--- src/rtl/xgriscv_mem_arbiter_pkg.sv ---
// Shared types and constants for the IF/MEM memory-port arbiter.
package xgriscv_mem_arbiter_pkg;

    // Sequencer states: arbitrate, present request, wait for response/completion.
    typedef enum logic [1:0] {
        ARB_IDLE = 2'd0,
        ARB_REQ  = 2'd1,
        ARB_WAIT = 2'd2
    } arb_state_e;

    // Which requester owns the transaction currently in flight.
    typedef enum logic {
        ARB_OWN_IF = 1'b0,
        ARB_OWN_D  = 1'b1
    } arb_owner_e;

    // Store width codes, same encoding as the controller's swhb field.
    localparam logic [1:0] MEM_SZ_B = 2'b01;
    localparam logic [1:0] MEM_SZ_H = 2'b10;
    localparam logic [1:0] MEM_SZ_W = 2'b11;

    localparam logic [3:0] BE_NONE = 4'b0000;
    localparam logic [3:0] BE_WORD = 4'b1111;

    // Saturating increment used by the starvation counter.
    function automatic logic [3:0] sat_inc(input logic [3:0] cnt, input logic [3:0] limit);
        return (cnt >= limit) ? limit : cnt + 4'd1;
    endfunction

endpackage

--- src/rtl/xgriscv_mem_arbiter_if.sv ---
// Bundle of the pipeline-side request/response signals and the unified
// memory port. The arbiter uses the slave view; the surrounding pipeline
// and memory model use the master view.
interface xgriscv_mem_arbiter_if #(
    parameter int AW = 32
);
    // Instruction fetch requester
    logic          if_req;
    logic [AW-1:0] if_addr;
    logic          if_gnt;
    logic          if_rvalid;
    logic [31:0]   if_rdata;

    // Data (MEM stage) requester
    logic          d_req;
    logic          d_we;
    logic [AW-1:0] d_addr;
    logic [1:0]    d_size;
    logic [31:0]   d_wdata;
    logic          d_gnt;
    logic          d_rvalid;
    logic [31:0]   d_rdata;

    // Shared memory port
    logic          m_req;
    logic          m_we;
    logic [AW-1:0] m_addr;
    logic [3:0]    m_be;
    logic [31:0]   m_wdata;
    logic          m_ready;
    logic          m_rvalid;
    logic [31:0]   m_rdata;

    // Pipeline stalls
    logic          stall_if;
    logic          stall_mem;

    modport slave (
        input  if_req, if_addr,
        input  d_req, d_we, d_addr, d_size, d_wdata,
        input  m_ready, m_rvalid, m_rdata,
        output if_gnt, if_rvalid, if_rdata,
        output d_gnt, d_rvalid, d_rdata,
        output m_req, m_we, m_addr, m_be, m_wdata,
        output stall_if, stall_mem
    );

    modport master (
        output if_req, if_addr,
        output d_req, d_we, d_addr, d_size, d_wdata,
        output m_ready, m_rvalid, m_rdata,
        input  if_gnt, if_rvalid, if_rdata,
        input  d_gnt, d_rvalid, d_rdata,
        input  m_req, m_we, m_addr, m_be, m_wdata,
        input  stall_if, stall_mem
    );

endinterface

--- src/rtl/xgriscv_mem_arbiter_mem_be_gen.sv ---
// Byte-enable and write-lane generator for stores. Purely combinational:
// maps the store width code and the low address bits to byte enables and
// replicates the right-aligned store data across the lanes.
module mem_be_gen
    import xgriscv_mem_arbiter_pkg::*;
(
    input  logic [1:0]  size,
    input  logic [1:0]  a,
    input  logic [31:0] wdata_in,
    output logic [3:0]  be,
    output logic [31:0] wdata_out
);

    // Decode width/alignment into lane enables and replicated data.
    always_comb begin
        // NOTE: every output gets a default before the case so no path
        // leaves it unassigned -- otherwise synthesis infers a latch.
        be        = BE_NONE;
        wdata_out = wdata_in;
        case (size)
            MEM_SZ_W: begin
                be = (a == 2'b00) ? BE_WORD : BE_NONE;
            end
            MEM_SZ_H: begin
                // A half on an odd byte cannot be expressed; it goes out with
                // no lanes enabled and completes as a no-op.
                be        = a[0] ? BE_NONE : (4'b0011 << {a[1], 1'b0});
                wdata_out = {2{wdata_in[15:0]}};
            end
            MEM_SZ_B: begin
                be        = 4'b0001 << a;
                wdata_out = {4{wdata_in[7:0]}};
            end
            default: begin
                be        = BE_NONE;
                wdata_out = wdata_in;
            end
        endcase
    end

endmodule

--- src/rtl/xgriscv_mem_arbiter.sv ---
// Arbiter/sequencer for the single memory port shared by instruction fetch
// and the MEM stage. One transaction is in flight at a time; data normally
// wins arbitration, with a starvation guard that forces a fetch grant after
// STARVE_LIMIT consecutive data grants made while fetch was waiting.
module xgriscv_mem_arbiter
    import xgriscv_mem_arbiter_pkg::*;
#(
    parameter int AW           = 32,
    parameter int STARVE_LIMIT = 4
) (
    input  logic                  clk,
    input  logic                  reset,
    xgriscv_mem_arbiter_if.slave  bus
);

    localparam logic [3:0] LIMIT = 4'(STARVE_LIMIT);
    localparam logic [AW-1:0] WORD_MASK = ~AW'(3);

    arb_state_e    state_q, state_d;
    arb_owner_e    owner_q, owner_d;
    logic [AW-1:0] addr_q, addr_d;
    logic          we_q, we_d;
    logic [3:0]    be_q, be_d;
    logic [31:0]   wdata_q, wdata_d;
    logic [3:0]    starve_q, starve_d;

    logic          arb_en;
    logic          resp;
    logic          starve_block;
    logic          grant_d;
    logic          grant_if;
    logic          if_rvalid_w;
    logic          d_rvalid_w;
    logic [3:0]    gen_be;
    logic [31:0]   gen_wdata;

    mem_be_gen u_be_gen (
        .size      (bus.d_size),
        .a         (bus.d_addr[1:0]),
        .wdata_in  (bus.d_wdata),
        .be        (gen_be),
        .wdata_out (gen_wdata)
    );

    // Next-state, arbitration and latch-field selection.
    always_comb begin
        state_d  = state_q;
        owner_d  = owner_q;
        addr_d   = addr_q;
        we_d     = we_q;
        be_d     = be_q;
        wdata_d  = wdata_q;
        starve_d = starve_q;
        arb_en   = 1'b0;
        resp     = 1'b0;

        case (state_q)
            ARB_IDLE: begin
                arb_en = 1'b1;
            end
            ARB_REQ: begin
                // Stores and reads both leave REQ on acceptance; a store's
                // completion is signalled from WAIT without waiting for m_rvalid.
                if (bus.m_ready) begin
                    state_d = ARB_WAIT;
                end
            end
            ARB_WAIT: begin
                resp = we_q | bus.m_rvalid;
                if (resp) begin
                    state_d = ARB_IDLE;
                    arb_en  = 1'b1;
                end
            end
            default: begin
                state_d = ARB_IDLE;
            end
        endcase

        // No grant can be taken while the state flops are held in reset.
        arb_en       = arb_en & reset;
        starve_block = bus.if_req && (starve_q == LIMIT);
        grant_d      = arb_en & bus.d_req & ~starve_block;
        grant_if     = arb_en & bus.if_req & ~grant_d;

        if (grant_d) begin
            state_d = ARB_REQ;
            owner_d = ARB_OWN_D;
            addr_d  = bus.d_addr & WORD_MASK;
            we_d    = bus.d_we;
            be_d    = bus.d_we ? gen_be : BE_WORD;
            wdata_d = bus.d_we ? gen_wdata : 32'h0;
            if (bus.if_req) begin
                starve_d = sat_inc(starve_q, LIMIT);
            end
        end else if (grant_if) begin
            state_d  = ARB_REQ;
            owner_d  = ARB_OWN_IF;
            addr_d   = bus.if_addr & WORD_MASK;
            we_d     = 1'b0;
            be_d     = BE_WORD;
            wdata_d  = 32'h0;
            starve_d = 4'd0;
        end
    end

    // State and latched transaction fields; async active-low reset aborts
    // any transaction in flight.
    always_ff @(posedge clk or negedge reset) begin
        // NOTE: sequential state uses non-blocking assignments so every flop
        // samples the pre-edge values regardless of statement order.
        if (!reset) begin
            state_q  <= ARB_IDLE;
            owner_q  <= ARB_OWN_IF;
            addr_q   <= '0;
            we_q     <= 1'b0;
            be_q     <= BE_NONE;
            wdata_q  <= 32'h0;
            starve_q <= 4'd0;
        end else begin
            state_q  <= state_d;
            owner_q  <= owner_d;
            addr_q   <= addr_d;
            we_q     <= we_d;
            be_q     <= be_d;
            wdata_q  <= wdata_d;
            starve_q <= starve_d;
        end
    end

    // Response routing: read data goes straight from the memory to the owner.
    assign if_rvalid_w = resp & (owner_q == ARB_OWN_IF);
    assign d_rvalid_w  = resp & (owner_q == ARB_OWN_D);

    assign bus.if_gnt    = grant_if;
    assign bus.d_gnt     = grant_d;
    assign bus.if_rvalid = if_rvalid_w;
    assign bus.d_rvalid  = d_rvalid_w;
    assign bus.if_rdata  = if_rvalid_w ? bus.m_rdata : 32'h0;
    assign bus.d_rdata   = (d_rvalid_w & ~we_q) ? bus.m_rdata : 32'h0;

    // Memory port is driven from registers only, so it holds steady until m_ready.
    assign bus.m_req   = (state_q == ARB_REQ);
    assign bus.m_we    = we_q;
    assign bus.m_addr  = addr_q;
    assign bus.m_be    = be_q;
    assign bus.m_wdata = wdata_q;

    // A requester stalls while asking, and while its transaction is in flight
    // up to (not including) the cycle its response arrives.
    assign bus.stall_if  = bus.if_req |
                           ((owner_q == ARB_OWN_IF) & (state_q != ARB_IDLE) & ~if_rvalid_w);
    assign bus.stall_mem = bus.d_req |
                           ((owner_q == ARB_OWN_D) & (state_q != ARB_IDLE) & ~d_rvalid_w);

endmodule

--- src/flat_wrapper.sv ---
// flat-port wrapper written by rule: the top's interface ports become plain ports
module xgriscv_mem_arbiter_flat import xgriscv_mem_arbiter_pkg::*;
#(
    parameter int AW           = 32,
    parameter int STARVE_LIMIT = 4
)
  (clk, reset, bus_if_req, bus_if_addr, bus_d_req, bus_d_we, bus_d_addr, bus_d_size, bus_d_wdata, bus_m_ready, bus_m_rvalid, bus_m_rdata, bus_if_gnt, bus_if_rvalid, bus_if_rdata, bus_d_gnt, bus_d_rvalid, bus_d_rdata, bus_m_req, bus_m_we, bus_m_addr, bus_m_be, bus_m_wdata, bus_stall_if, bus_stall_mem);
  xgriscv_mem_arbiter_if #(.AW(AW)) bus_i ();
  input  logic clk;
  input  logic reset;
  input wire logic [$bits(bus_i.if_req)-1:0] bus_if_req;
  input wire logic [$bits(bus_i.if_addr)-1:0] bus_if_addr;
  input wire logic [$bits(bus_i.d_req)-1:0] bus_d_req;
  input wire logic [$bits(bus_i.d_we)-1:0] bus_d_we;
  input wire logic [$bits(bus_i.d_addr)-1:0] bus_d_addr;
  input wire logic [$bits(bus_i.d_size)-1:0] bus_d_size;
  input wire logic [$bits(bus_i.d_wdata)-1:0] bus_d_wdata;
  input wire logic [$bits(bus_i.m_ready)-1:0] bus_m_ready;
  input wire logic [$bits(bus_i.m_rvalid)-1:0] bus_m_rvalid;
  input wire logic [$bits(bus_i.m_rdata)-1:0] bus_m_rdata;
  output wire logic [$bits(bus_i.if_gnt)-1:0] bus_if_gnt;
  output wire logic [$bits(bus_i.if_rvalid)-1:0] bus_if_rvalid;
  output wire logic [$bits(bus_i.if_rdata)-1:0] bus_if_rdata;
  output wire logic [$bits(bus_i.d_gnt)-1:0] bus_d_gnt;
  output wire logic [$bits(bus_i.d_rvalid)-1:0] bus_d_rvalid;
  output wire logic [$bits(bus_i.d_rdata)-1:0] bus_d_rdata;
  output wire logic [$bits(bus_i.m_req)-1:0] bus_m_req;
  output wire logic [$bits(bus_i.m_we)-1:0] bus_m_we;
  output wire logic [$bits(bus_i.m_addr)-1:0] bus_m_addr;
  output wire logic [$bits(bus_i.m_be)-1:0] bus_m_be;
  output wire logic [$bits(bus_i.m_wdata)-1:0] bus_m_wdata;
  output wire logic [$bits(bus_i.stall_if)-1:0] bus_stall_if;
  output wire logic [$bits(bus_i.stall_mem)-1:0] bus_stall_mem;
  assign bus_i.if_req = bus_if_req;
  assign bus_i.if_addr = bus_if_addr;
  assign bus_i.d_req = bus_d_req;
  assign bus_i.d_we = bus_d_we;
  assign bus_i.d_addr = bus_d_addr;
  assign bus_i.d_size = bus_d_size;
  assign bus_i.d_wdata = bus_d_wdata;
  assign bus_i.m_ready = bus_m_ready;
  assign bus_i.m_rvalid = bus_m_rvalid;
  assign bus_i.m_rdata = bus_m_rdata;
  assign bus_if_gnt = bus_i.if_gnt;
  assign bus_if_rvalid = bus_i.if_rvalid;
  assign bus_if_rdata = bus_i.if_rdata;
  assign bus_d_gnt = bus_i.d_gnt;
  assign bus_d_rvalid = bus_i.d_rvalid;
  assign bus_d_rdata = bus_i.d_rdata;
  assign bus_m_req = bus_i.m_req;
  assign bus_m_we = bus_i.m_we;
  assign bus_m_addr = bus_i.m_addr;
  assign bus_m_be = bus_i.m_be;
  assign bus_m_wdata = bus_i.m_wdata;
  assign bus_stall_if = bus_i.stall_if;
  assign bus_stall_mem = bus_i.stall_mem;
  xgriscv_mem_arbiter #(.AW(AW), .STARVE_LIMIT(STARVE_LIMIT)) u_core (.clk(clk), .reset(reset), .bus(bus_i));
endmodule
--- config.mk ---
export PLATFORM = sky130hd
export DESIGN_NAME = xgriscv_mem_arbiter_flat
export DESIGN_NICKNAME = d
export VERILOG_FILES = /design/src/rtl/xgriscv_mem_arbiter_pkg.sv /design/src/rtl/xgriscv_mem_arbiter_if.sv /design/src/rtl/xgriscv_mem_arbiter_mem_be_gen.sv /design/src/rtl/xgriscv_mem_arbiter.sv /design/src/flat_wrapper.sv
export SDC_FILE = /design/constraint.sdc
export NUM_CORES = 1
export LEC_CHECK = 0
export CAP_MARGIN = 25
export CORE_UTILIZATION = 40
export CTS_CLUSTER_SIZE = 12
export DETAILED_ROUTE_END_ITERATION = 7
export PLACE_DENSITY_LB_ADDON = 0.25
export SYNTH_ARGS = -nofsm -noshare
export SYNTH_HDL_FRONTEND = slang
export SYNTH_SLANG_ARGS = --single-unit
--- constraint.sdc ---
create_clock -name clk -period 4.2 [get_ports clk]
set_input_delay 0.84 -clock clk [delete_from_list [all_inputs] [get_ports clk]]
set_output_delay 0.84 -clock clk [all_outputs]
set_load 0.02 [all_outputs]
### Word level (Yosys, flattened, before mapping)

Index checks and enable logic that the tools add are counted.

| word-level totals | value |
|---|---|
| bits in registers | 76 |
| input bits | 137 |
| output and inout bits | 140 |
| logic and storage cells | 78 |

| operators by class | value |
|---|---|
| add/subtract/negate cells | 1 |
| order comparisons | 1 |
| equal/unequal tests | 10 |
| shift operators | 2 |
| multiplexer cells | 29 |
| bitwise operators | 21 |
| reduce and logical (&&, ||, !) cells | 7 |

Operators by type and width:

| kind | number |
|---|---|
| $mux W32 | 7 |
| $pmux W32 S2 | 1 |
| $mux W4 | 9 |
| $and A1 B1 Y1 | 12 |
| $pmux W4 S3 | 1 |
| $mux W2 | 4 |
| $eq A2 B2 Y1 const B | 3 |
| $not A1 Y1 | 6 |
| $pmux W2 S3 | 1 |
| $mux W1 | 5 |
| $add A4 B1 Y4 const B | 1 |
| $eq A2 B1 Y1 const B | 2 |
| $eq A4 B3 Y1 const B | 1 |
| $ge A4 B3 Y1 const B | 1 |
| $logic_not A2 Y1 | 2 |
| $ne A4 B3 Y1 const B | 1 |
| $ne A4 B4 Y1 const B | 1 |
| $reduce_bool A2 Y1 | 2 |
| $shl A1 B2 Y4 const A | 1 |
| $shl A2 B2 Y4 const A | 1 |
| $ne A3 B3 Y1 const B | 1 |
| $or A1 B1 Y1 | 3 |
| $reduce_and A3 Y1 | 1 |
| $ne A2 B2 Y1 const B | 1 |
| other kinds (3) | 3 |

### Longest topological paths before layout

Gate-level depths: netlist of the first run.

| depth | value |
|---|---|
| depth after elaboration | 10 |
| gate-level depth with buffers | 7 |
| mapped depth without buffers | 5 |

### Hierarchy

Synthesis of the first run repeated with hierarchy kept, for this count alone.

| unflattened totals | value |
|---|---|
| cell total of the unflattened synthesis | 518 |
| area, all modules | 4,750.8 sq um |

Modules (own cells, without submodules):

| module | instances | cells each | area an instance (sq um) | seq. area each (sq um) |
|---|---|---|---|---|
| xgriscv_mem_arbiter | 1 | 423 | 4,151.5 | 1,851.8 |
| mem_be_gen | 1 | 95 | 599.3 | 0.0 |

### Worst setup path after synthesis of the first run

Ideal clock, no wire load.

| path | value |
|---|---|
| kind | input to output |
| from | in bus_if_req |
| to | out bus_d_gnt |
| arrival | 1.905 ns |
| setup slack | 1.455 ns |
| stages on the path | 4 |
| path through | and4b_1 > clkbuf_1 > nor4b_4 > and2_1 |

| between the ends | value |
|---|---|
| word-level cells in the longest chain between the ends | 3 |

Ends and longest elaborated chain:

| element | line | source |
|---|---|---|
| from (decl) | flat_wrapper.sv:11 | `input wire logic [$bits(bus_i.if_req)-1:0] bus_if_req;` |
| $logic_and A1 B1 Y1 | xgriscv_mem_arbiter.sv:82 | `starve_block = bus.if_req && (starve_q == LIMIT);` |
| $not A1 Y1 | xgriscv_mem_arbiter.sv:83 | `grant_d = arb_en & bus.d_req & ~starve_block;` |
| $and A1 B1 Y1 | xgriscv_mem_arbiter.sv:83 |  |
| to (decl) | flat_wrapper.sv:24 | `output wire logic [$bits(bus_i.d_gnt)-1:0] bus_d_gnt;` |

Every way passes these cells.

### Worst setup path after layout of the first run

| path | value |
|---|---|
| from | in bus_if_req |
| to | out bus_if_gnt |

| between the ends | value |
|---|---|
| word-level cells in the longest chain between the ends | 5 |
| elaborated cells between the ends (all ways) | 6 |
| classes of those cells | bitwise: 5; reduce/logical: 1 |

Ends and longest elaborated chain:

| element | line | source |
|---|---|---|
| $logic_and A1 B1 Y1 | xgriscv_mem_arbiter.sv:82 |  |
| $not A1 Y1 | xgriscv_mem_arbiter.sv:83 |  |
| $and A1 B1 Y1 | xgriscv_mem_arbiter.sv:83 |  |
| $not A1 Y1 | xgriscv_mem_arbiter.sv:84 | `grant_if = arb_en & bus.if_req & ~grant_d;` |
| $and A1 B1 Y1 * | xgriscv_mem_arbiter.sv:84 |  |
| to (decl) | flat_wrapper.sv:21 | `output wire logic [$bits(bus_i.if_gnt)-1:0] bus_if_gnt;` |

Every way passes the cells marked *; elsewhere a longest branch is shown, timed or not.

==> flow_summary.html, run 1 <==
<table>
<tr><th>Metric</th><th>Value</th></tr>
<tr><th colspan="2">Place</th></tr>
<tr><td>Placed cell count</td><td>between 800 and 900</td></tr>
<tr><td>Routability congestion estimate</td><td>between 0.8 and 0.9</td></tr>
<tr><td>Buffers added on ports</td><td>272</td></tr>
<tr><td>Setup slack at placement</td><td>434.4 ps</td></tr>
<tr><td>DP HPWL</td><td>12330 um</td></tr>
<tr><th colspan="2">Synthesis</th></tr>
<tr><td>Most used flip-flop cell after synthesis</td><td>dfrtp_1</td></tr>
<tr><td>Number of library cell types mapped by synthesis</td><td>40</td></tr>
<tr><td>Average cell area after synthesis</td><td>approximately 9.2 um2</td></tr>
<tr><td>Fraction of the yosys area taken by sequential cells</td><td>0.4247</td></tr>
<tr><td>Area of the mapped netlist</td><td>4360 um2</td></tr>
<tr><td>Share of synthesized flip-flops with an asynchronous set or reset</td><td>1.000</td></tr>
<tr><td>Synth Instances</td><td>474</td></tr>
<tr><td>Flip-flop and latch count after synthesis</td><td>74</td></tr>
<tr><td>Synth warn</td><td>0</td></tr>
<tr><td>Number of enable flip-flop cells after synthesis</td><td>0</td></tr>
<tr><th colspan="2">STA</th></tr>
<tr><td>Slew at the pin with the worst max-slew slack</td><td>783.1 ps</td></tr>
<tr><td>PnR worst setup slack</td><td>386.7 ps</td></tr>
<tr><td>Crit share post-route</td><td>0.9079</td></tr>
<tr><td>Total count of max-transition violations in the final report</td><td>0</td></tr>
<tr><td>Final setup viols</td><td>0</td></tr>
<tr><td>Setup_tns</td><td>0 ps</td></tr>
<tr><td>Fmax</td><td>between 200 and 300 MHz</td></tr>
<tr><td>Final hold viol count</td><td>0</td></tr>
<tr><td>Final min period</td><td>3813 ps</td></tr>
<tr><td>Max_slew headroom</td><td>0.4774</td></tr>
<tr><td>RSZ-0062 raised after global routing</td><td>no</td></tr>
<tr><td>Final clock skew</td><td>18.43 ps</td></tr>
<tr><th colspan="2">Cells and area</th></tr>
<tr><td>Antenna diode count</td><td>0</td></tr>
<tr><td>Final core occ</td><td>0.6985</td></tr>
<tr><td>Synth-to-layout area growth</td><td>67.60%</td></tr>
<tr><td>Layout filler cell count</td><td>842</td></tr>
<tr><td>Final net count</td><td>859</td></tr>
<tr><td>Fraction of final layout cells sized beyond drive strength 1</td><td>0.05132</td></tr>
<tr><td>Most common cell after layout, fill and taps aside</td><td>clkdlybuf4s50_1</td></tr>
<tr><td>Most used cells in the layout excluding fill and tap cells</td><td>clkdlybuf4s50_1, dfrtp_1, and2_1, a31oi_1, nand3_1</td></tr>
<tr><td>Cell Count, Final, Fillers Out</td><td>between 800 and 900</td></tr>
<tr><th colspan="2">Setup path</th></tr>
<tr><td>Startpoint of the worst setup timing path</td><td>bus_if_req</td></tr>
<tr><td>Startpoint-to-endpoint class of the critical path</td><td>input port to output pin</td></tr>
<tr><td>Category of the worst setup path capture point</td><td>output pin</td></tr>
<tr><td>Worst R2R Start</td><td>u_core.state_q[0]</td></tr>
<tr><td>Critical-path cell list</td><td>clkdlybuf4s50_1 &gt; and4b_1 &gt; nor2_2 &gt; nor2_1 &gt; clkdlybuf4s50_1</td></tr>
<tr><td>Bufs and invs on worst path</td><td>2</td></tr>
<tr><td>Critical Path Most Common Cell</td><td>clkdlybuf4s50_1</td></tr>
<tr><td>Delay of the slowest critical-path stage</td><td>approximately 620 ps</td></tr>
<tr><td>Worst-path fanout max</td><td>18</td></tr>
<tr><td>CP Launch Type</td><td>input port</td></tr>
<tr><td>Family with the most delay on the worst path</td><td>buffers and inverters</td></tr>
<tr><td>Crit path DAT</td><td>2970 ps</td></tr>
<tr><td>CP required</td><td>3360 ps</td></tr>
<tr><td>Critical path's slowest cell</td><td>nor2_2</td></tr>
<tr><th colspan="2">Worst hold path</th></tr>
<tr><td>Type of the tightest min-delay check</td><td>input port to asynchronous set/reset pin</td></tr>
<tr><th colspan="2">Die</th></tr>
<tr><td>Number of rows created at floorplan</td><td>37</td></tr>
<tr><td>Number of ports placed on the die boundary</td><td>277</td></tr>
<tr><td>Horizontal die dimension</td><td>approximately 110 um</td></tr>
<tr><td>Area of the die</td><td>around 11000 um2</td></tr>
<tr><td>Die Y</td><td>106.4 um</td></tr>
<tr><td>Placeable core region</td><td>between 10000 and 15000 um2</td></tr>
<tr><td>Initial Utilization</td><td>0.4168</td></tr>
<tr><th colspan="2">Power</th></tr>
<tr><td>Power density relative to cell area</td><td>444.8 nW/um2</td></tr>
<tr><td>Overall power after layout</td><td>around 3.3 mW</td></tr>
<tr><td>Peak supply drop</td><td>0.2734 mV</td></tr>
<tr><td>Leakage Power</td><td>2.861 nW</td></tr>
<tr><th colspan="2">Clock network</th></tr>
<tr><td>Count of clock tree sinks</td><td>74</td></tr>
<tr><td>CTS tree</td><td>yes</td></tr>
<tr><td>Number of cells upsized or downsized after cts</td><td>0</td></tr>
<tr><td>Root buffer selected by CTS</td><td>clkbuf_8</td></tr>
<tr><td>CTS Hold Bufs</td><td>0</td></tr>
<tr><td>Worst-skew pair later-pin latency</td><td>between 300 and 400 ps</td></tr>
<tr><td>Buffers from clock root to sink, at most</td><td>2</td></tr>
<tr><td>Number of buffers added by the clock tree synthesis step</td><td>9</td></tr>
<tr><td>Setup Buffers After CTS</td><td>0</td></tr>
<tr><td>Clock Pin Slew Worst Setup and Hold Paths</td><td>90 ps</td></tr>
<tr><td>Maximum level of the CTS H-tree</td><td>3</td></tr>
<tr><th colspan="2">Routing</th></tr>
<tr><td>Mean number of vias per cell</td><td>5.749</td></tr>
<tr><td>DRT iter0 DRCs</td><td>477</td></tr>
<tr><td>Via count of the routed design</td><td>4927</td></tr>
<tr><td>Detailed-route wire length</td><td>16970 um</td></tr>
<tr><td>Pre-Repair DR Iteration Count</td><td>5</td></tr>
<tr><td>Detailed-route wire length per cell</td><td>19.80 um</td></tr>
<tr><td>Residual antenna-violating net count after detailed routing</td><td>0</td></tr>
<tr><td>Remaining routing DRC violations</td><td>0</td></tr>
<tr><th colspan="2">GRT</th></tr>
<tr><td>Number of global-route vias before repair</td><td>4897</td></tr>
<tr><td>Wire length of the first global-routing pass</td><td>approximately 26000 um</td></tr>
<tr><td>Largest net degree at the start of global routing</td><td>53</td></tr>
<tr><td>Total global routing overflow</td><td>0</td></tr>
<tr><td>Global-route total usage across every layer</td><td>0.2943</td></tr>
<tr><td>Number of antenna violations at the first check in global routing</td><td>0</td></tr>
<tr><th colspan="2">Job</th></tr>
<tr><td>Maximum Capacitance Violations</td><td>0</td></tr>
<tr><th colspan="2">Outcome</th></tr>
<tr><td>Run status</td><td>complete, no violations</td></tr>
</table>
[routing by layer]
metal,global-route usage,share of wire,vias to the layer above
met1,0.3655,0.40,2360
met4,0.09100,0.021,0
li1,-,-,2244
met5,0,0,-
met2,0.4870,0.48,290
met3,0.09258,0.10,33
[synthesized netlist by cell type (3+ instances only)]
master    instances  share of area
buf_6             7          0.018
and2_1           68          0.098
a21oi_1          10          0.011
dfrtp_1          74           0.42
buf_1             4         0.0034
o32ai_1           8          0.016
a22oi_1           8          0.014
a32o_1           24          0.055
nand2b_1          3         0.0043
nor2_1           13          0.011
o32a_1            4         0.0092
clkbuf_1         34          0.029
nor3_1            5         0.0057
buf_2             8         0.0092
a31oi_1          68          0.098
o21ai_0          32          0.037
nor2b_1           9          0.013
inv_1            16          0.014
ha_1              6          0.017
nand3_1          34          0.039
mux2i_1           3         0.0069
nand2_1           3         0.0026
a22o_1           10          0.020
[path summary, 6_finish.rpt]
path                       depth (start not counted)                     end  slack (ps)
setup / recovery                                   5              bus_if_gnt         390
hold / removal                                     1      u_core.starve_q[0]         390
setup reg to reg                                   4  u_core.bus.m_wdata[27]        2170
hold reg to reg                                    1  u_core.bus.m_wdata[12]         500
max in group asynchronous                          2   u_core.bus.m_addr[14]        2790
min in group clk                                   1  u_core.bus.m_wdata[12]         500
[cell families after synthesis]
logic type,share of synthesized area
AOI/OAI and AO/OA,0.2712
adders and majority gates,0.01722
DFF,0.4247
other,0.0008600
buffers and inverters,0.07719
and+or+nand+nor,0.2020
muxes,0.006887
[stage by stage]
stage                     hold WS (ps)  area, um2
after floorplan                  498.2       4364
after global placement           477.1       7088
after detailed placement         481.2       7088
after CTS                        399.2       7308
after global routing             402.7       7308
final                            389.6       7308
[registers in the layout (all words and copies together), names as in the netlist]
signal,flops
u_core.bus.m_wdata,32
u_core.bus.m_we,1
u_core.bus.m_be,4
u_core.owner_q,1
u_core.bus.m_addr,30
u_core.starve_q,4
u_core.state_q,2
[report_power, final]
group / internal (mW) / leakage [nW] / switching [mW]
Combinational: 0.741 / 1.85 / 0.811
Sequential: 0.930 / 0.907 / 0.140
Clock: 0.352 / 0.103 / 0.278
Total: 2.02 / 2.86 / 1.23
[layout make-up]
class	instances	area, um2	share of cell area
inverters	16	60.06	0.008218
repair buffers	285	2818	0.3856
well taps	136	170.2	0.02328
clock buffers	12	145.1	0.01986
clock inverters	4	75.07	0.01027
multi-input cells	330	2188	0.2994
flip-flops and latches	74	1852	0.2534
No activity file was read; power rests on OpenSTA's default activity.
==> run 2: changes to the inputs <==
- SKIP_CTS_REPAIR_TIMING: default -> 1
==> results of run 2 <==
The final DEF is identical to that of run 1; final timing and power are the same.
==> run 3: changes to the inputs <==
- CORE_MARGIN: default -> 2
- CTS_BUF_LIST: default -> sky130_fd_sc_hd__clkbuf_16
==> run 3 against run 2 <==
  * Clock skew shrank 11 ps
  * Critical path depth is the same
  * Critical path type unchanged
  * Hold slack lost 15 ps
  * Critical endpoint is now bus_d_gnt
==> flow_summary.html, run 3 (synthesized netlist as in run 1, its figures left out) <==
<table>
<tr><th>Metric</th><th>Value</th></tr>
<tr><th colspan="2">Die</th></tr>
<tr><td>Horizontal die dimension</td><td>between 100 and 150 um</td></tr>
<tr><td>Area of the die</td><td>11750 um2</td></tr>
<tr><td>Placeable core region</td><td>10750 um2</td></tr>
<tr><td>Die Y</td><td>about 110 um</td></tr>
<tr><td>Number of ports placed on the die boundary</td><td>277</td></tr>
<tr><td>Initial Utilization</td><td>0.4058</td></tr>
<tr><td>Number of rows created at floorplan</td><td>38</td></tr>
<tr><th colspan="2">STA</th></tr>
<tr><td>Slew at the pin with the worst max-slew slack</td><td>799.9 ps</td></tr>
<tr><td>Max_slew headroom</td><td>0.4667</td></tr>
<tr><td>Final hold viol count</td><td>0</td></tr>
<tr><td>Crit share post-route</td><td>0.9358</td></tr>
<tr><td>Final min period</td><td>3931 ps</td></tr>
<tr><td>Final clock skew</td><td>7.246 ps</td></tr>
<tr><td>Total count of max-transition violations in the final report</td><td>0</td></tr>
<tr><td>Final setup viols</td><td>0</td></tr>
<tr><td>RSZ-0062 raised after global routing</td><td>no</td></tr>
<tr><td>Fmax</td><td>between 200 and 300 MHz</td></tr>
<tr><td>Setup_tns</td><td>0 ps</td></tr>
<tr><th colspan="2">GRT</th></tr>
<tr><td>Number of antenna violations at the first check in global routing</td><td>0</td></tr>
<tr><td>Number of global-route vias before repair</td><td>around 4700</td></tr>
<tr><td>Wire length of the first global-routing pass</td><td>24980 um</td></tr>
<tr><td>Highest-utilization routing layer at the global route stage</td><td>met2</td></tr>
<tr><td>Global-route total usage across every layer</td><td>0.2726</td></tr>
<tr><td>Total global routing overflow</td><td>0</td></tr>
<tr><td>GR Layer Usage met2</td><td>0.4192</td></tr>
<tr><td>Global-route met1 utilization</td><td>0.3751</td></tr>
<tr><td>Largest net degree at the start of global routing</td><td>63</td></tr>
<tr><td>Routing usage on met3</td><td>0.07474</td></tr>
<tr><th colspan="2">Power</th></tr>
<tr><td>Peak supply drop</td><td>0.2346 mV</td></tr>
<tr><td>Power density relative to cell area</td><td>447.9 nW/um2</td></tr>
<tr><td>Fraction of power consumed by sequential logic</td><td>0.325</td></tr>
<tr><td>Int Power</td><td>approximately 2.1 mW</td></tr>
<tr><td>Switching component of the power</td><td>approximately 1.2 mW</td></tr>
<tr><td>Part of the power in the clock network</td><td>0.209</td></tr>
<tr><td>Combinational power share</td><td>0.466</td></tr>
<tr><td>Leakage Power</td><td>2.883 nW</td></tr>
<tr><td>Switch share</td><td>0.3740</td></tr>
<tr><th colspan="2">Cells and area</th></tr>
<tr><td>Max FFs per register</td><td>32</td></tr>
<tr><td>Synth-to-layout area growth</td><td>68.58%</td></tr>
<tr><td>Final core occ</td><td>0.6841</td></tr>
<tr><td>Most common cell after layout, fill and taps aside</td><td>clkdlybuf4s50_1</td></tr>
<tr><td>Final net count</td><td>approximately 860</td></tr>
<tr><td>Fraction of final layout cells sized beyond drive strength 1</td><td>0.05000</td></tr>
<tr><td>Most used cells in the layout excluding fill and tap cells</td><td>clkdlybuf4s50_1, dfrtp_1, and2_1, a31oi_1, nand3_1</td></tr>
<tr><th colspan="2">Setup path</th></tr>
<tr><td>Startpoint-to-endpoint class of the critical path</td><td>input port to output pin</td></tr>
<tr><td>Category of the worst setup path capture point</td><td>output pin</td></tr>
<tr><td>Register-to-register setup slack</td><td>2110 ps</td></tr>
<tr><td>CP Launch Type</td><td>input port</td></tr>
<tr><td>Crit path DAT</td><td>3090 ps</td></tr>
<tr><td>Worst-path fanout max</td><td>10</td></tr>
<tr><td>CP required</td><td>3360 ps</td></tr>
<tr><th colspan="2">Worst hold path</th></tr>
<tr><td>Type of the tightest min-delay check</td><td>input port to asynchronous set/reset pin</td></tr>
<tr><th colspan="2">Routing</th></tr>
<tr><td>Via count of the routed design</td><td>approximately 4900</td></tr>
<tr><td>Pre-Repair DR Iteration Count</td><td>5</td></tr>
<tr><td>Detailed-route wire length per cell</td><td>19.18 um</td></tr>
<tr><td>Residual antenna-violating net count after detailed routing</td><td>0</td></tr>
<tr><td>Mean number of vias per cell</td><td>5.682</td></tr>
<tr><td>Detailed-route wire length</td><td>16520 um</td></tr>
<tr><td>Remaining routing DRC violations</td><td>0</td></tr>
<tr><td>DRT iter0 DRCs</td><td>408</td></tr>
<tr><th colspan="2">Clock network</th></tr>
<tr><td>Root buffer selected by CTS</td><td>clkbuf_16</td></tr>
<tr><td>Number of buffers added by the clock tree synthesis step</td><td>9</td></tr>
<tr><td>Maximum level of the CTS H-tree</td><td>3</td></tr>
<tr><td>Count of clock tree sinks</td><td>74</td></tr>
<tr><td>Worst-skew pair later-pin latency</td><td>330 ps</td></tr>
<tr><td>Buffers from clock root to sink, at most</td><td>2</td></tr>
<tr><td>CTS tree</td><td>yes</td></tr>
<tr><td>Clock Pin Slew Worst Setup and Hold Paths</td><td>60 ps</td></tr>
<tr><th colspan="2">Place</th></tr>
<tr><td>Buffers added on ports</td><td>272</td></tr>
<tr><td>Routability congestion estimate</td><td>0.8430</td></tr>
<tr><td>DP HPWL</td><td>11890 um</td></tr>
<tr><th colspan="2">Job</th></tr>
<tr><td>Maximum Capacitance Violations</td><td>0</td></tr>
<tr><th colspan="2">Outcome</th></tr>
<tr><td>Run status</td><td>complete, no violations</td></tr>
</table>
-- run 3: cell types whose count changed in the layout (fill, tap and decap cells not counted), sizes merged --
| cell | previous run | this run |
|---|---|---|
| inv | 16 | 17 |
| clkbuf | 12 | 9 |
| bufinv | 2 | 0 |
| clkinv | 0 | 4 |
| diode | 0 | 1 |
| buf | 14 | 13 |
-- run 3: final timing paths --
| check | from | cells past startpoint | to |
|---|---|---|---|
| max | bus_if_req | 5 | bus_d_gnt |
| min | reset | 1 | u_core.state_q[1] |
| max reg2reg | u_core.bus.m_we | 4 | u_core.bus.m_wdata[8] |
| min reg2reg | u_core.bus.m_wdata[15] | 1 | u_core.bus.m_wdata[15] |
| max in group asynchronous | reset | 2 | u_core.bus.m_addr[23] |
| min in group clk | u_core.bus.m_wdata[15] | 1 | u_core.bus.m_wdata[15] |
-- run 3: power groups by stage --
stage	clock, mW	combinational (mW)	sequential, mW
after floorplan	0	0.543	1.31
after global placement	0	1.51	1.07
after detailed placement	0	1.53	1.08
after CTS	0.690	1.54	1.07
after global routing	0.733	1.64	1.10
final	0.689	1.53	1.07
-- run 3: metal layers --
metal,share of wire,vias up
met1,0.41,2360
met2,0.47,260
met4,0.017,0
li1,-,2249
met5,0,-
met3,0.10,23
-- run 3: layout make-up --
| cell class | instances | area [um2] |
|---|---|---|
| fillers | 863 | 3395 |
| multi-input cells | 330 | 2188 |
| clock inverters | 7 | 37.54 |
| repair buffers | 284 | 2810 |
| well taps | 140 | 175.2 |
| flip-flops and latches | 74 | 1852 |
| clock buffers | 9 | 225.2 |
| inverters | 16 | 60.06 |
| diodes | 1 | 2.502 |
-- run 3: worst max-delay path, stage by stage --
cell             delay (ps)
clkdlybuf4s50_1         510
and4b_1                 300
nor4b_4                 610
and2_1                  220
clkdlybuf4s50_1         600
-- run 3: stage by stage --
| step | instance area [um2] | instances | power [mW] | setup WS, ps | hold WS [ps] |
|---|---|---|---|---|---|
| after global routing | 7348 | 860 | 3.471 | 139.4 | 382.7 |
| after floorplan | 4364 | 475 | 1.849 | 1455 | 498.2 |
| after global placement | 7086 | 844 | 2.573 | 293.2 | 475.9 |
| final | 7351 | 861 | 3.293 | 269.5 | 374.2 |
| after CTS | 7348 | 860 | 3.302 | 254.5 | 380.4 |
| after detailed placement | 7086 | 844 | 2.613 | 275.0 | 481.5 |
